===== src/rtl/alu_inst_sequencer_if.sv =====
`default_nettype none
// ---------------------------------------------------------------------------
// Module   : alu_inst_sequencer_if
// Brief    : Instruction handshake and datapath control bundle for the sequencer.
// Revision : 1.0 - initial release
// ---------------------------------------------------------------------------
interface alu_inst_sequencer_if #(
  parameter int CNT_W = 16
) ();
  logic [31:0]      Inst_In;
  logic             Inst_Valid;
  logic             Inst_Ready;
  logic             ZF;
  logic             OF;
  logic [4:0]       R_Addr_A;
  logic [4:0]       R_Addr_B;
  logic [4:0]       W_Addr;
  logic [2:0]       ALU_OP;
  logic             Write_Reg;
  logic             Flag_ZF;
  logic             Flag_OF;
  logic             Err;
  logic [CNT_W-1:0] Inst_Cnt;

  modport master (
    output Inst_In, Inst_Valid, ZF, OF,
    input  Inst_Ready, R_Addr_A, R_Addr_B, W_Addr, ALU_OP,
           Write_Reg, Flag_ZF, Flag_OF, Err, Inst_Cnt
  );

  modport slave (
    input  Inst_In, Inst_Valid, ZF, OF,
    output Inst_Ready, R_Addr_A, R_Addr_B, W_Addr, ALU_OP,
           Write_Reg, Flag_ZF, Flag_OF, Err, Inst_Cnt
  );
endinterface
`default_nettype wire


===== src/rtl/alu_inst_sequencer.sv =====
`default_nettype none
// ---------------------------------------------------------------------------
// Module   : alu_inst_sequencer
// Brief    : Decodes MIPS R-type instructions and sequences them through
//            DECODE/EXEC/WB, pulsing the register-file write at writeback.
// Revision : 1.0 - initial release
// ---------------------------------------------------------------------------
module alu_inst_sequencer #(
  parameter int CNT_W = 16
) (
  input  wire logic             clk,
  input  wire logic             Reset,
  alu_inst_sequencer_if.slave   bus
);

  typedef enum logic [1:0] {
    S_IDLE   = 2'd0,
    S_DECODE = 2'd1,
    S_EXEC   = 2'd2,
    S_WB     = 2'd3
  } state_t;

  localparam logic [5:0]       c_funct_and  = 6'h24;
  localparam logic [5:0]       c_funct_or   = 6'h25;
  localparam logic [5:0]       c_funct_xor  = 6'h26;
  localparam logic [5:0]       c_funct_nor  = 6'h27;
  localparam logic [5:0]       c_funct_add  = 6'h20;
  localparam logic [5:0]       c_funct_sub  = 6'h22;
  localparam logic [5:0]       c_funct_slt  = 6'h2A;
  localparam logic [5:0]       c_funct_sllv = 6'h04;
  localparam logic [CNT_W-1:0] c_cnt_one    = {{(CNT_W-1){1'b0}}, 1'b1};

  state_t           r_state;
  state_t           w_next;
  logic [5:0]       r_opcode;
  logic [5:0]       r_funct;
  logic [4:0]       r_addr_a;
  logic [4:0]       r_addr_b;
  logic [4:0]       r_w_addr;
  logic [2:0]       r_alu_op;
  logic             r_write_reg;
  logic             r_err;
  logic             r_flag_zf;
  logic             r_flag_of;
  logic [CNT_W-1:0] r_inst_cnt;
  logic             w_legal;
  logic [2:0]       w_op;
  logic             w_unused_shamt;

  // Only opcode and funct of IR are needed after accept; the register
  // fields go straight into the address registers, shamt is don't-care.
  assign w_unused_shamt = ^bus.Inst_In[10:6];

  always_comb begin
    w_legal = 1'b0;
    w_op    = 3'b000;
    if (r_opcode == 6'd0) begin
      case (r_funct)
        c_funct_and:  begin w_legal = 1'b1; w_op = 3'b000; end
        c_funct_or:   begin w_legal = 1'b1; w_op = 3'b001; end
        c_funct_xor:  begin w_legal = 1'b1; w_op = 3'b010; end
        c_funct_nor:  begin w_legal = 1'b1; w_op = 3'b011; end
        c_funct_add:  begin w_legal = 1'b1; w_op = 3'b100; end
        c_funct_sub:  begin w_legal = 1'b1; w_op = 3'b101; end
        c_funct_slt:  begin w_legal = 1'b1; w_op = 3'b110; end
        c_funct_sllv: begin w_legal = 1'b1; w_op = 3'b111; end
        default:      begin w_legal = 1'b0; w_op = 3'b000; end
      endcase
    end
  end

  always_ff @(posedge clk or posedge Reset) begin
    if (Reset) begin
      r_state <= S_IDLE;
    end else begin
      r_state <= w_next;
    end
  end

  always_comb begin
    w_next = r_state;
    case (r_state)
      S_IDLE:   if (bus.Inst_Valid) w_next = S_DECODE;
      S_DECODE: w_next = w_legal ? S_EXEC : S_IDLE;
      S_EXEC:   w_next = S_WB;
      S_WB:     w_next = S_IDLE;
      default:  w_next = S_IDLE;
    endcase
  end

  // Pulse outputs default low every cycle and are raised on the edge that
  // leaves the deciding state, so each is exactly one cycle wide.
  always_ff @(posedge clk or posedge Reset) begin
    if (Reset) begin
      r_opcode    <= 6'd0;
      r_funct     <= 6'd0;
      r_addr_a    <= 5'd0;
      r_addr_b    <= 5'd0;
      r_w_addr    <= 5'd0;
      r_alu_op    <= 3'd0;
      r_write_reg <= 1'b0;
      r_err       <= 1'b0;
      r_flag_zf   <= 1'b0;
      r_flag_of   <= 1'b0;
      r_inst_cnt  <= '0;
    end else begin
      r_write_reg <= 1'b0;
      r_err       <= 1'b0;
      case (r_state)
        S_IDLE: begin
          if (bus.Inst_Valid) begin
            r_opcode <= bus.Inst_In[31:26];
            r_funct  <= bus.Inst_In[5:0];
            r_addr_a <= bus.Inst_In[25:21];
            r_addr_b <= bus.Inst_In[20:16];
            r_w_addr <= bus.Inst_In[15:11];
          end
        end
        S_DECODE: begin
          if (w_legal) begin
            r_alu_op <= w_op;
          end else begin
            r_err <= 1'b1;
          end
        end
        S_EXEC: begin
          r_flag_zf <= bus.ZF;
          r_flag_of <= bus.OF;
        end
        S_WB: begin
          // Writes to $0 are suppressed but still retire the instruction.
          r_write_reg <= (r_w_addr != 5'd0);
          r_inst_cnt  <= r_inst_cnt + c_cnt_one;
        end
        default: begin
          r_write_reg <= 1'b0;
        end
      endcase
    end
  end

  assign bus.Inst_Ready = (r_state == S_IDLE);
  assign bus.R_Addr_A   = r_addr_a;
  assign bus.R_Addr_B   = r_addr_b;
  assign bus.W_Addr     = r_w_addr;
  assign bus.ALU_OP     = r_alu_op;
  assign bus.Write_Reg  = r_write_reg;
  assign bus.Err        = r_err;
  assign bus.Flag_ZF    = r_flag_zf;
  assign bus.Flag_OF    = r_flag_of;
  assign bus.Inst_Cnt   = r_inst_cnt;

endmodule
`default_nettype wire


===== src/flat_wrapper.sv =====
// flat-port wrapper written by rule: the top's interface ports become plain ports
module alu_inst_sequencer_flat 
#(
  parameter int CNT_W = 16
)
  (clk, Reset, bus_Inst_In, bus_Inst_Valid, bus_ZF, bus_OF, bus_Inst_Ready, bus_R_Addr_A, bus_R_Addr_B, bus_W_Addr, bus_ALU_OP, bus_Write_Reg, bus_Flag_ZF, bus_Flag_OF, bus_Err, bus_Inst_Cnt);
  alu_inst_sequencer_if #(.CNT_W(CNT_W)) bus_i ();
  input  wire logic clk;
  input  wire logic Reset;
  input wire logic [$bits(bus_i.Inst_In)-1:0] bus_Inst_In;
  input wire logic [$bits(bus_i.Inst_Valid)-1:0] bus_Inst_Valid;
  input wire logic [$bits(bus_i.ZF)-1:0] bus_ZF;
  input wire logic [$bits(bus_i.OF)-1:0] bus_OF;
  output wire logic [$bits(bus_i.Inst_Ready)-1:0] bus_Inst_Ready;
  output wire logic [$bits(bus_i.R_Addr_A)-1:0] bus_R_Addr_A;
  output wire logic [$bits(bus_i.R_Addr_B)-1:0] bus_R_Addr_B;
  output wire logic [$bits(bus_i.W_Addr)-1:0] bus_W_Addr;
  output wire logic [$bits(bus_i.ALU_OP)-1:0] bus_ALU_OP;
  output wire logic [$bits(bus_i.Write_Reg)-1:0] bus_Write_Reg;
  output wire logic [$bits(bus_i.Flag_ZF)-1:0] bus_Flag_ZF;
  output wire logic [$bits(bus_i.Flag_OF)-1:0] bus_Flag_OF;
  output wire logic [$bits(bus_i.Err)-1:0] bus_Err;
  output wire logic [$bits(bus_i.Inst_Cnt)-1:0] bus_Inst_Cnt;
  assign bus_i.Inst_In = bus_Inst_In;
  assign bus_i.Inst_Valid = bus_Inst_Valid;
  assign bus_i.ZF = bus_ZF;
  assign bus_i.OF = bus_OF;
  assign bus_Inst_Ready = bus_i.Inst_Ready;
  assign bus_R_Addr_A = bus_i.R_Addr_A;
  assign bus_R_Addr_B = bus_i.R_Addr_B;
  assign bus_W_Addr = bus_i.W_Addr;
  assign bus_ALU_OP = bus_i.ALU_OP;
  assign bus_Write_Reg = bus_i.Write_Reg;
  assign bus_Flag_ZF = bus_i.Flag_ZF;
  assign bus_Flag_OF = bus_i.Flag_OF;
  assign bus_Err = bus_i.Err;
  assign bus_Inst_Cnt = bus_i.Inst_Cnt;
  alu_inst_sequencer #(.CNT_W(CNT_W)) u_core (.clk(clk), .Reset(Reset), .bus(bus_i));
endmodule

===== config.mk =====
export PLATFORM = sky130hd
export DESIGN_NAME = alu_inst_sequencer_flat
export DESIGN_NICKNAME = d
export VERILOG_FILES = /design/src/rtl/alu_inst_sequencer_if.sv /design/src/rtl/alu_inst_sequencer.sv /design/src/flat_wrapper.sv
export SDC_FILE = /design/constraint.sdc
export NUM_CORES = 1
export LEC_CHECK = 0
export CORE_UTILIZATION = 52
export DETAILED_ROUTE_END_ITERATION = 16
export DONT_BUFFER_PORTS = 1
export GPL_TIMING_DRIVEN = 0
export PLACE_DENSITY_LB_ADDON = 0.05
export SYNTH_ARGS = -nofsm -noshare
export SYNTH_HDL_FRONTEND = slang
export SYNTH_SLANG_ARGS = --single-unit
export TNS_END_PERCENT = 100

===== constraint.sdc =====
create_clock -name clk -period 2.2 [get_ports clk]
set_input_delay 0.55 -clock clk [delete_from_list [all_inputs] [get_ports clk]]
set_output_delay 0.55 -clock clk [all_outputs]
set_load 0.02 [all_outputs]

==> results of run 1 <==
## placed cells by master, fill, tap and decap left out, types with 2 or more instances in the layout
master | Yosys | routed
nand2_1 | 12 | 12
bufinv_16 | 0 | 3
mux2_1 | 5 | 5
mux2_2 | 23 | 23
clkbuf_8 | 0 | 5
o21ai_0 | 3 | 3
buf_2 | 3 | 3
a31oi_1 | 2 | 2
nor2_1 | 6 | 6
nor3_1 | 2 | 2
nand4_1 | 4 | 4
inv_1 | 6 | 5
xnor2_1 | 13 | 13
and2_1 | 3 | 3
nand3_1 | 7 | 7
dfrtp_1 | 52 | 52
nor3_4 | 2 | 2
mux2_4 | 2 | 2
## final timing paths
path,end,slack (ns),startpoint
min in group clk,u_core.r_funct[0]$_DFFE_PP0P_,0.36,bus_Inst_In[0]
min,u_core.bus.R_Addr_A[4]$_DFFE_PP0P_,0.12,Reset
max in group asynchronous,u_core.bus.Inst_Cnt[8]$_DFFE_PP0P_,1.56,Reset
min reg2reg,u_core.r_opcode[0]$_DFFE_PP0P_,0.51,u_core.r_opcode[0]$_DFFE_PP0P_
max reg2reg,u_core.bus.W_Addr[0]$_DFFE_PP0P_,0.37,u_core.r_state[0]$_DFFE_PP0P_
max,u_core.bus.W_Addr[0]$_DFFE_PP0P_,0.37,u_core.r_state[0]$_DFFE_PP0P_
## worst max-delay path, delay by kind of cell, from the launching register on
kind | cells | cell delay (ns)
buf+inv | 1 | 0.26
mux | 1 | 0.36
simple gates | 2 | 0.62
flops | 1 | 0.47
## per-layer routing
layer,up-vias,global-route usage [%]
li1,598,-
met1,680,22.4
met2,43,33.8
met3,7,8.11
met4,0,6.38
met5,-,0
## cell type report
type                    instances  area share, %
clock buffers                   5           2.77
multi-input cells             106           36.1
flip-flops and latches         52           52.4
inverters                       6          0.906
clock inverters                 3           3.63
repair buffers                  1          0.806
plain buffers                   4          0.906
well taps                      50           2.52
## cell families after synthesis
kind of cell / share of synthesized area (%)
xor gates and xnor gates: 6.19
muxes: 15.4
DFF: 58.0
AOI/OAI and AO/OA: 3.96
adders and majority gates: 0.558
buffers and inverters: 2.01
and+or+nand+nor: 13.9
## power by group through the flow
stage / Clock [mW] / Sequential [mW] / Combinational (mW)
2_1_floorplan: 0 / 1.22 / 0.176
3_3_place_gp: 0 / 1.23 / 0.196
3_5_place_dp: 0 / 1.24 / 0.211
4_1_cts: 0.885 / 1.22 / 0.214
5_1_grt: 0.926 / 1.24 / 0.234
6_report: 0.867 / 1.22 / 0.209
## registers in the layout (all words and copies together) (netlist names), named ones only
signal,flops
u_core.r_opcode,6
u_core.bus.W_Addr,5
u_core.r_state,1
u_core.bus.R_Addr_A,5
u_core.r_funct,6
u_core.bus.R_Addr_B,5
u_core.bus.Write_Reg,1
u_core.bus.ALU_OP,3
u_core.bus.Flag_ZF,1
u_core.bus.Inst_Cnt,16
u_core.bus.Err,1
u_core.bus.Flag_OF,1
## per-stage QoR
stage / hold WS [ns] / worst slack (ns)
after floorplan: 0.482 / 0.392
after global placement: 0.494 / -0.0414
after detailed placement: 0.463 / 0.366
after CTS: 0.131 / 0.352
after global routing: 0.154 / 0.263
final: 0.123 / 0.372
==> run_results.csv, run 1 <==
group,metric,value,unit
status,status,"finished clean",
routing,drc_errors,0,
routing,wl,3950,µm
clock_network,hold_buffers,0,
pwr,power_switching,565,µW
synth,synth_edf_count,0,
grt,first_global_vias,1372,
timing,min_period,1.83,ns
die,initial_core_util,55.3,%
clock_network,clk_latency,0.30,ns
place,place_area,2330,µm²
min_path,hp-class,"input port to async pin",
finish,finalNonFillerCells,227,
die,die_h,67.7,µm
routing,routedLengthMet1,1600,µm
timing,finalSetupViolCount,0,
synth,synthesis.nets,206,
run,maxCapViolations,0,
finish,drive_gt1_share,27.1,%
finish,fill_cells,330,
pwr,combPwrFrac,9.1,%
finish,multiInputGateArea,897,µm²
worst_setup_path,cp_max_fo,10,
timing,slew_viol_final,0,
timing,skew,0.00924,ns
finish,final_area,2480,µm²
worst_setup_path,cpMaxStageDelayCell,"dfrtp_1",
pwr,swShare,24.6,%
clock_network,post_cts_buffers,0,
routing,viasPerCell,5.85,
pwr,clockPowerShare,37.8,%
worst_setup_path,crit_path_end_kind,"register",
clock_network,htree_levels,2,
synth,syn_avg_cell_area,13.4,µm²
grt,grt.overflow.total,0,
timing,hold_viol,0,
timing,period_share,83.1,%
synth,synth_cells,168,
die,rows,23,
grt,grt_antenna_before_repair,0,
worst_setup_path,worstPathArrival,2.01,ns
clock_network,clkTransAtPathRegs,0.09,ns
place,dp_hpwl,2910,µm
finish,nets,214,
timing,slew-limit-headroom,70.0,%
routing,dr_wl_met2,2020,µm
worst_setup_path,critPathMaxStageDelay,0.47,ns
worst_setup_path,worstPathRequired,2.39,ns
die,ios,76,
timing,timing.fmax,0.547,GHz
die,placeableCoreArea,4060,µm²
routing,first_iter_violations,38,
synth,syn_area,2240,µm²
synth,ys_warn_count,0,
synth,netlist_top_cells_area,"dfrtp_1 58%, mux2_2 12%, xnor2_1 5.1%",
clock_network,cts_tree,"done",
clock_network,clkSinkCount,52,
clock_network,clock_path_buffers,2,
routing,antenna_left,0,
clock_network,cts_root_buffer,"clkbuf_8",
routing,top_layer,"met4",
routing,wl_met3,283,µm
synth,synth_common_cells,"52 x dfrtp_1, 23 x mux2_2, 13 x xnor2_1",
worst_setup_path,r2r_cells,4,
routing,drt-pass1-iter-count,4,
timing,rsz0062_at_grt,"no",
synth,synth.largest_area_cell,"dfrtp_1",
pwr,finalPower,2.30,mW
finish,antenna_cells,0,
finish,fin_util,61.2,%
die,die_w,67.7,µm
synth,ys_async_sr_fraction,100,%
clock_network,cts-resized-gates,0,
worst_setup_path,cp_cell_sequence,"nor2_1, and2_1, buf_2, mux2_2",
pwr,seqPwrFrac,53.1,%
timing,fin_setup_tns,0,ns
synth,ys.flop_type,"dfrtp_1",
pwr,intPower,1.73,mW
pwr,ir_drop,554,µV
worst_setup_path,cp-start-kind,"register",
routing,wl_per_cell,17.4,µm
place,port-buffer-count,0,
synth,ys_seq_area_share,58.0,%
clock_network,numCtsBuffers,5,
place,gp_congestion,0.739,
synth,yosysTopAreaCellShare,58.0,%
synth,synth_cell_types,39,
die,die_area,4580,µm²
pwr,power.density,924,nW/µm²
grt,track_usage,19.8,%
grt,grt_max_degree,33,
routing,num_vias,1328,
finish,syn_to_final_growth,10.8,%
place,dp_cells,219,
pwr,p_leak,1.11,nW
grt,grt_pass1_wl,6380,µm
synth,synth-seq-cells,52,
finish,regArea,1300,µm²
synth,yosysMostFrequentCell,"dfrtp_1",
worst_setup_path,worstSetupPathType,"register to register",
timing,tightestPinTransition,0.448,ns
No activity file was read; power rests on OpenSTA's default activity.
==> run 2, diff against run 1 <==
- clock period: 2.2 -> 1.86 ns (I/O delays scaled with it)
==> run 2 against run 1 <==
Compared with the run above: sequential share of layout area shrank 0.053 points; via count shrank 0.98%; sequential power increased by 18%; die area unchanged; worst hold slack got worse by 0.085 ns; combinational power increased by 18%; wire length is 0.25% higher.
==> run_results.csv, run 2 (synthesized netlist as in run 1, its figures left out) <==
group,metric,value,unit
routing,num_vias,1315,
grt,grt.overflow.total,0,
place,dp_hpwl,2910,µm
worst_setup_path,critPathBufInv,1,
grt,track_usage,19.8,%
die,die_area,4580,µm²
die,ios,76,
clock_network,clock_path_buffers,2,
timing,period_share,92.0,%
worst_setup_path,r2r_cells,4,
die,rows,23,
die,initial_core_util,55.3,%
finish,layout_commonest_cell,"dfrtp_1",
clock_network,cts_tree,"done",
timing,finalSetupViolCount,0,
clock_network,cts_root_buffer,"clkbuf_8",
routing,antenna_left,0,
worst_setup_path,reg2reg_slack,0.15,ns
run,maxCapViolations,0,
finish,drive_gt1_share,27.7,%
worst_setup_path,cp_cell_sequence,"nor2_2, and2_1, buf_2, mux2_2",
worst_setup_path,crit_path_end_kind,"register",
finish,antenna_cells,0,
place,dp_cells,219,
routing,viasPerCell,5.79,
worst_setup_path,critPathMaxStageDelay,0.47,ns
routing,first_iter_violations,53,
place,pre_cts_ws,0.0260,ns
worst_setup_path,cpMaxStageDelayCell,"dfrtp_1",
worst_setup_path,r2r-end,"u_core.bus.W_Addr[0]$_DFFE_PP0P_",
worst_setup_path,worstPathRequired,2.05,ns
grt,grt_antenna_before_repair,0,
place,port-buffer-count,0,
routing,wl,3960,µm
clock_network,htree_levels,2,
clock_network,numCtsBuffers,5,
grt,met3_usage,8.11,%
finish,fill_cells,329,
timing,hold_slack,0.0373,ns
finish,final_cell_mix,"52 x dfrtp_1, 23 x mux2_2, 13 x xnor2_1",
die,die_h,67.7,µm
finish,largest_reg_flops,16,
clock_network,post_cts_buffers,0,
grt,first_global_vias,1372,
timing,min_period,1.71,ns
die,die_w,67.7,µm
timing,hold_viol,0,
grt,grt_pass1_wl,6380,µm
grt,top_usage_layer,"met2",
grt,grt_max_degree,33,
grt,grt_util_met1,22.4,%
worst_setup_path,crit_cells,4,
finish,syn_to_final_growth,10.9,%
worst_setup_path,cp_max_fo,10,
routing,wl_per_cell,17.5,µm
pwr,p_leak,1.11,nW
timing,skew,0.00858,ns
clock_network,clkTransAtPathRegs,0.09,ns
pwr,ir_drop,655,µV
routing,drc_errors,0,
timing,slew_viol_final,0,
worst_setup_path,cp_top_family,"simple AND/OR/NAND/NOR gates",
clock_network,clkSinkCount,52,
timing,timing.fmax,0.584,GHz
place,gp_congestion,0.739,
finish,nets,214,
worst_setup_path,cp-start-kind,"register",
min_path,hp-class,"input port to async pin",
worst_setup_path,worstPathArrival,1.90,ns
timing,tightestPinTransition,0.440,ns
clock_network,clk_latency,0.30,ns
die,placeableCoreArea,4060,µm²
routing,drt-pass1-iter-count,4,
timing,setup_ws,0.148,ns
status,status,"finished clean",
worst_setup_path,worstSetupPathType,"register to register",
pwr,power.density,1090,nW/µm²
grt,gr-usage-met2,33.8,%
finish,finalNonFillerCells,227,
timing,rsz0062_at_grt,"no",
timing,slew-limit-headroom,70.6,%
-- run 2: changes by cell type in the layout (fill, tap and decap cells not counted) --
cell,before,now
nor2_1,6,5
nor2_2,0,1
-- run 2: area by class of cell --
| type | instances | area, µm² | share of cell area [%] |
|---|---|---|---|
| Clock buffer | 5 | 68.8 | 2.77 |
| Tap cell | 50 | 62.6 | 2.52 |
| Timing Repair Buffer | 1 | 20.0 | 0.805 |
| Buffer | 4 | 22.5 | 0.905 |
| Multi-Input combinational cell | 106 | 900 | 36.2 |
| Inverter | 6 | 22.5 | 0.905 |
| Sequential cell | 52 | 1300 | 52.3 |
| Clock inverter | 3 | 90.1 | 3.62 |
-- run 2: through the flow --
step	area (µm²)	TNS, ns	power [mW]	utilization [%]
after floorplan	2240	0	1.65	-
after global placement	2310	-15.29	1.69	56.8
after CTS	2480	0	2.74	61.2
after global routing	2490	0	2.84	61.3
after detailed placement	2330	0	1.72	57.3
final	2490	0	2.72	61.3
-- run 2: report_power, final --
part | internal [mW] | switching, mW | leakage [nW] | total, mW
registers | 1.25 | 0.198 | 0.663 | 1.44
clock network | 0.672 | 0.356 | 0.0784 | 1.03
logic | 0.131 | 0.116 | 0.371 | 0.247
-- run 2: per-layer routing --
metal	wire length [µm]	vias to the layer above
met3	283	7
met1	1610	667
li1	-	598
met4	53	0
met5	0	-
met2	2020	43
-- run 2: worst max path at each step --
stage	startpoint	endpoint	slack, ns
floorplan	Reset	async pin	0.14
global placement	Reset	u_core.bus.Inst_Cnt[7]$_DFFE_PP0P_	-0.30
detailed placement	register	u_core.bus.R_Addr_B[1]$_DFFE_PP0P_	0.03
CTS	u_core.r_state[0]$_DFFE_PP0P_	u_core.bus.R_Addr_B[2]$_DFFE_PP0P_	0.01
global route	register	u_core.r_opcode[1]$_DFFE_PP0P_	0.05
finish	register	u_core.bus.W_Addr[0]$_DFFE_PP0P_	0.15
-- run 2: what timing repair did --
item,4_1_cts,5_1_grt
endpoints found under the setup margin,0,24
hold buffers,0,0
resized for setup,0,1
==> run 3, diff against run 2 <==
--- a/config.mk
+++ b/config.mk
@@ -6,9 +6,10 @@
 export NUM_CORES = 1
 export LEC_CHECK = 0
+export CAP_MARGIN = 20
 export CORE_UTILIZATION = 52
 export DETAILED_ROUTE_END_ITERATION = 16
 export DONT_BUFFER_PORTS = 1
 export GPL_TIMING_DRIVEN = 0
-export PLACE_DENSITY_LB_ADDON = 0.05
+export PLACE_DENSITY = 0.67
 export SYNTH_ARGS = -nofsm -noshare
 export SYNTH_HDL_FRONTEND = slang
==> constraint.sdc (replaced) <==
create_clock -name clk -period 1.86 [get_ports clk]
set_input_delay 0.465 -clock clk [delete_from_list [all_inputs] [get_ports clk]]
set_output_delay 0.465 -clock clk [all_outputs]
set_load 0.05 [all_outputs]
==> run 3 against run 2 <==
Compared with the run above: clock power is 38% lower; worst hold slack got worse by 0.022 ns; count of clock-buffer cells in the layout grew 3; worst setup slack worse by 0.041 ns; non-clock buffer count stayed put; critical path depth unchanged.
==> run_results.csv, run 3 (synthesized netlist as in run 1, its figures left out) <==
group,metric,value,unit
status,status,"finished clean",
worst_setup_path,crit_path_end_kind,"register",
clock_network,clkSinkCount,52,
place,gp_congestion,0.745,
timing,hold_slack,0.0157,ns
finish,nets,214,
die,die_w,67.7,µm
clock_network,cts-resized-gates,1,
place,dp_hpwl,2820,µm
worst_setup_path,cp-start-kind,"register",
routing,viasPerCell,5.66,
timing,slew-limit-headroom,59.0,%
die,ios,76,
worst_setup_path,worstPathArrival,1.93,ns
clock_network,clock_path_buffers,2,
timing,skew,0.00662,ns
finish,syn_to_final_growth,8.37,%
grt,grt_max_degree,37,
worst_setup_path,r2r_cells,4,
min_path,hp-class,"input port to async pin",
routing,num_vias,1285,
die,placeableCoreArea,4060,µm²
grt,first_global_vias,1366,
finish,layout_commonest_cell,"dfrtp_1",
routing,wl,3730,µm
die,initial_core_util,55.3,%
timing,timing.fmax,0.570,GHz
finish,finalNonFillerCells,227,
pwr,ir_drop,604,µV
clock_network,post_cts_buffers,0,
timing,period_share,94.3,%
routing,antenna_left,0,
timing,min_period,1.75,ns
die,die_h,67.7,µm
timing,rsz0062_at_grt,"no",
clock_network,numCtsBuffers,5,
worst_setup_path,crit_end,"u_core.bus.R_Addr_B[1]$_DFFE_PP0P_",
grt,track_usage,18.2,%
timing,tightestPinTransition,0.615,ns
routing,wl_per_cell,16.4,µm
die,rows,23,
grt,grt_antenna_before_repair,0,
routing,first_iter_violations,38,
place,pre_cts_ws,-0.104,ns
timing,slew_viol_final,0,
worst_setup_path,reg2reg_slack,0.11,ns
timing,finalSetupViolCount,0,
clock_network,clkTransAtPathRegs,0.09,ns
clock_network,cts_tree,"done",
place,dp_cells,219,
finish,drive_gt1_share,27.7,%
grt,grt_pass1_wl,5950,µm
finish,antenna_cells,0,
pwr,power.density,1030,nW/µm²
routing,drt-pass1-iter-count,4,
clock_network,htree_levels,2,
timing,hold_viol,0,
run,maxCapViolations,0,
place,port-buffer-count,0,
worst_setup_path,worstPathRequired,2.04,ns
clock_network,cts_root_buffer,"clkbuf_8",
grt,grt.overflow.total,0,
clock_network,hold_buffers,0,
timing,setup_ws,0.107,ns
pwr,p_leak,1.08,nW
routing,drc_errors,0,
clock_network,clk_latency,0.29,ns
worst_setup_path,cp_max_fo,10,
finish,largest_reg_flops,16,
die,die_area,4580,µm²
finish,final_cell_mix,"50 x dfrtp_1, 23 x mux2_2, 13 x xnor2_1",
finish,fin_util,59.9,%
worst_setup_path,worstSetupPathType,"register to register",
worst_setup_path,r2r-end,"u_core.bus.R_Addr_B[1]$_DFFE_PP0P_",
## run 3: changes by cell type in the layout (fill, tap and decap cells not counted), moves of 2 or more
cell / change
dfrtp_2: +2
bufinv_16: -3
dfrtp_1: -2
clkbuf_4: +2
clkbuf_1: +2
buf_2: -2
## run 3: how the worst min path moves through the flow
stage | slack, ns | startpoint | cells after the start | endpoint
6_report | 0.02 | Reset | 1 | u_core.r_funct[1]$_DFFE_PP0P_
3_5_place_dp | 0.35 | Reset | 1 | u_core.bus.R_Addr_A[0]$_DFFE_PP0P_
2_1_floorplan | 0.48 | u_core.r_opcode[1]$_DFFE_PP0P_ | 1 | u_core.r_opcode[1]$_DFFE_PP0P_
5_1_grt | 0.03 | Reset | 1 | u_core.r_funct[1]$_DFFE_PP0P_
3_3_place_gp | 0.49 | u_core.r_opcode[5]$_DFFE_PP0P_ | 1 | u_core.r_opcode[5]$_DFFE_PP0P_
4_1_cts | 0.02 | Reset | 1 | u_core.r_funct[1]$_DFFE_PP0P_
## run 3: final cells by class
class / instances / area, µm²
buffer: 4 / 27.5
clock buffer: 8 / 90.1
fill: 307 / 1630
inverter: 6 / 22.5
multi-input combinational: 106 / 905
sequential: 52 / 1300
tap: 50 / 62.6
timing repair buffer: 1 / 20.0
## run 3: routing by layer
metal	part of all wire [%]	GRT usage, %	vias to the layer above
li1	-	-	606
met1	42	21.1	614
met2	48	28.5	58
met3	9.0	8.95	7
met4	1.1	7.71	0
met5	0	0	-
## run 3: report_power, final
part           leakage [nW]  switching, mW  internal [mW]
Sequential            0.660          0.372           1.24
Combinational         0.373          0.119          0.134
Clock                0.0455          0.331          0.304
Total                  1.08          0.822           1.68
## run 3: critical path, stage by stage, from the launching register on
cell      delay, ns
dfrtp_1        0.48
nor2_4         0.35
and2_1         0.22
clkbuf_4       0.22
mux2_2         0.36
## run 3: stage by stage
stage	instance area [µm²]	setup TNS [ns]	power [mW]
final	2430	0	2.50
after global routing	2430	0	2.62
after CTS	2420	0	2.52
after detailed placement	2330	-2.02	1.89
after global placement	2310	-16.62	1.86
after floorplan	2250	0	1.82
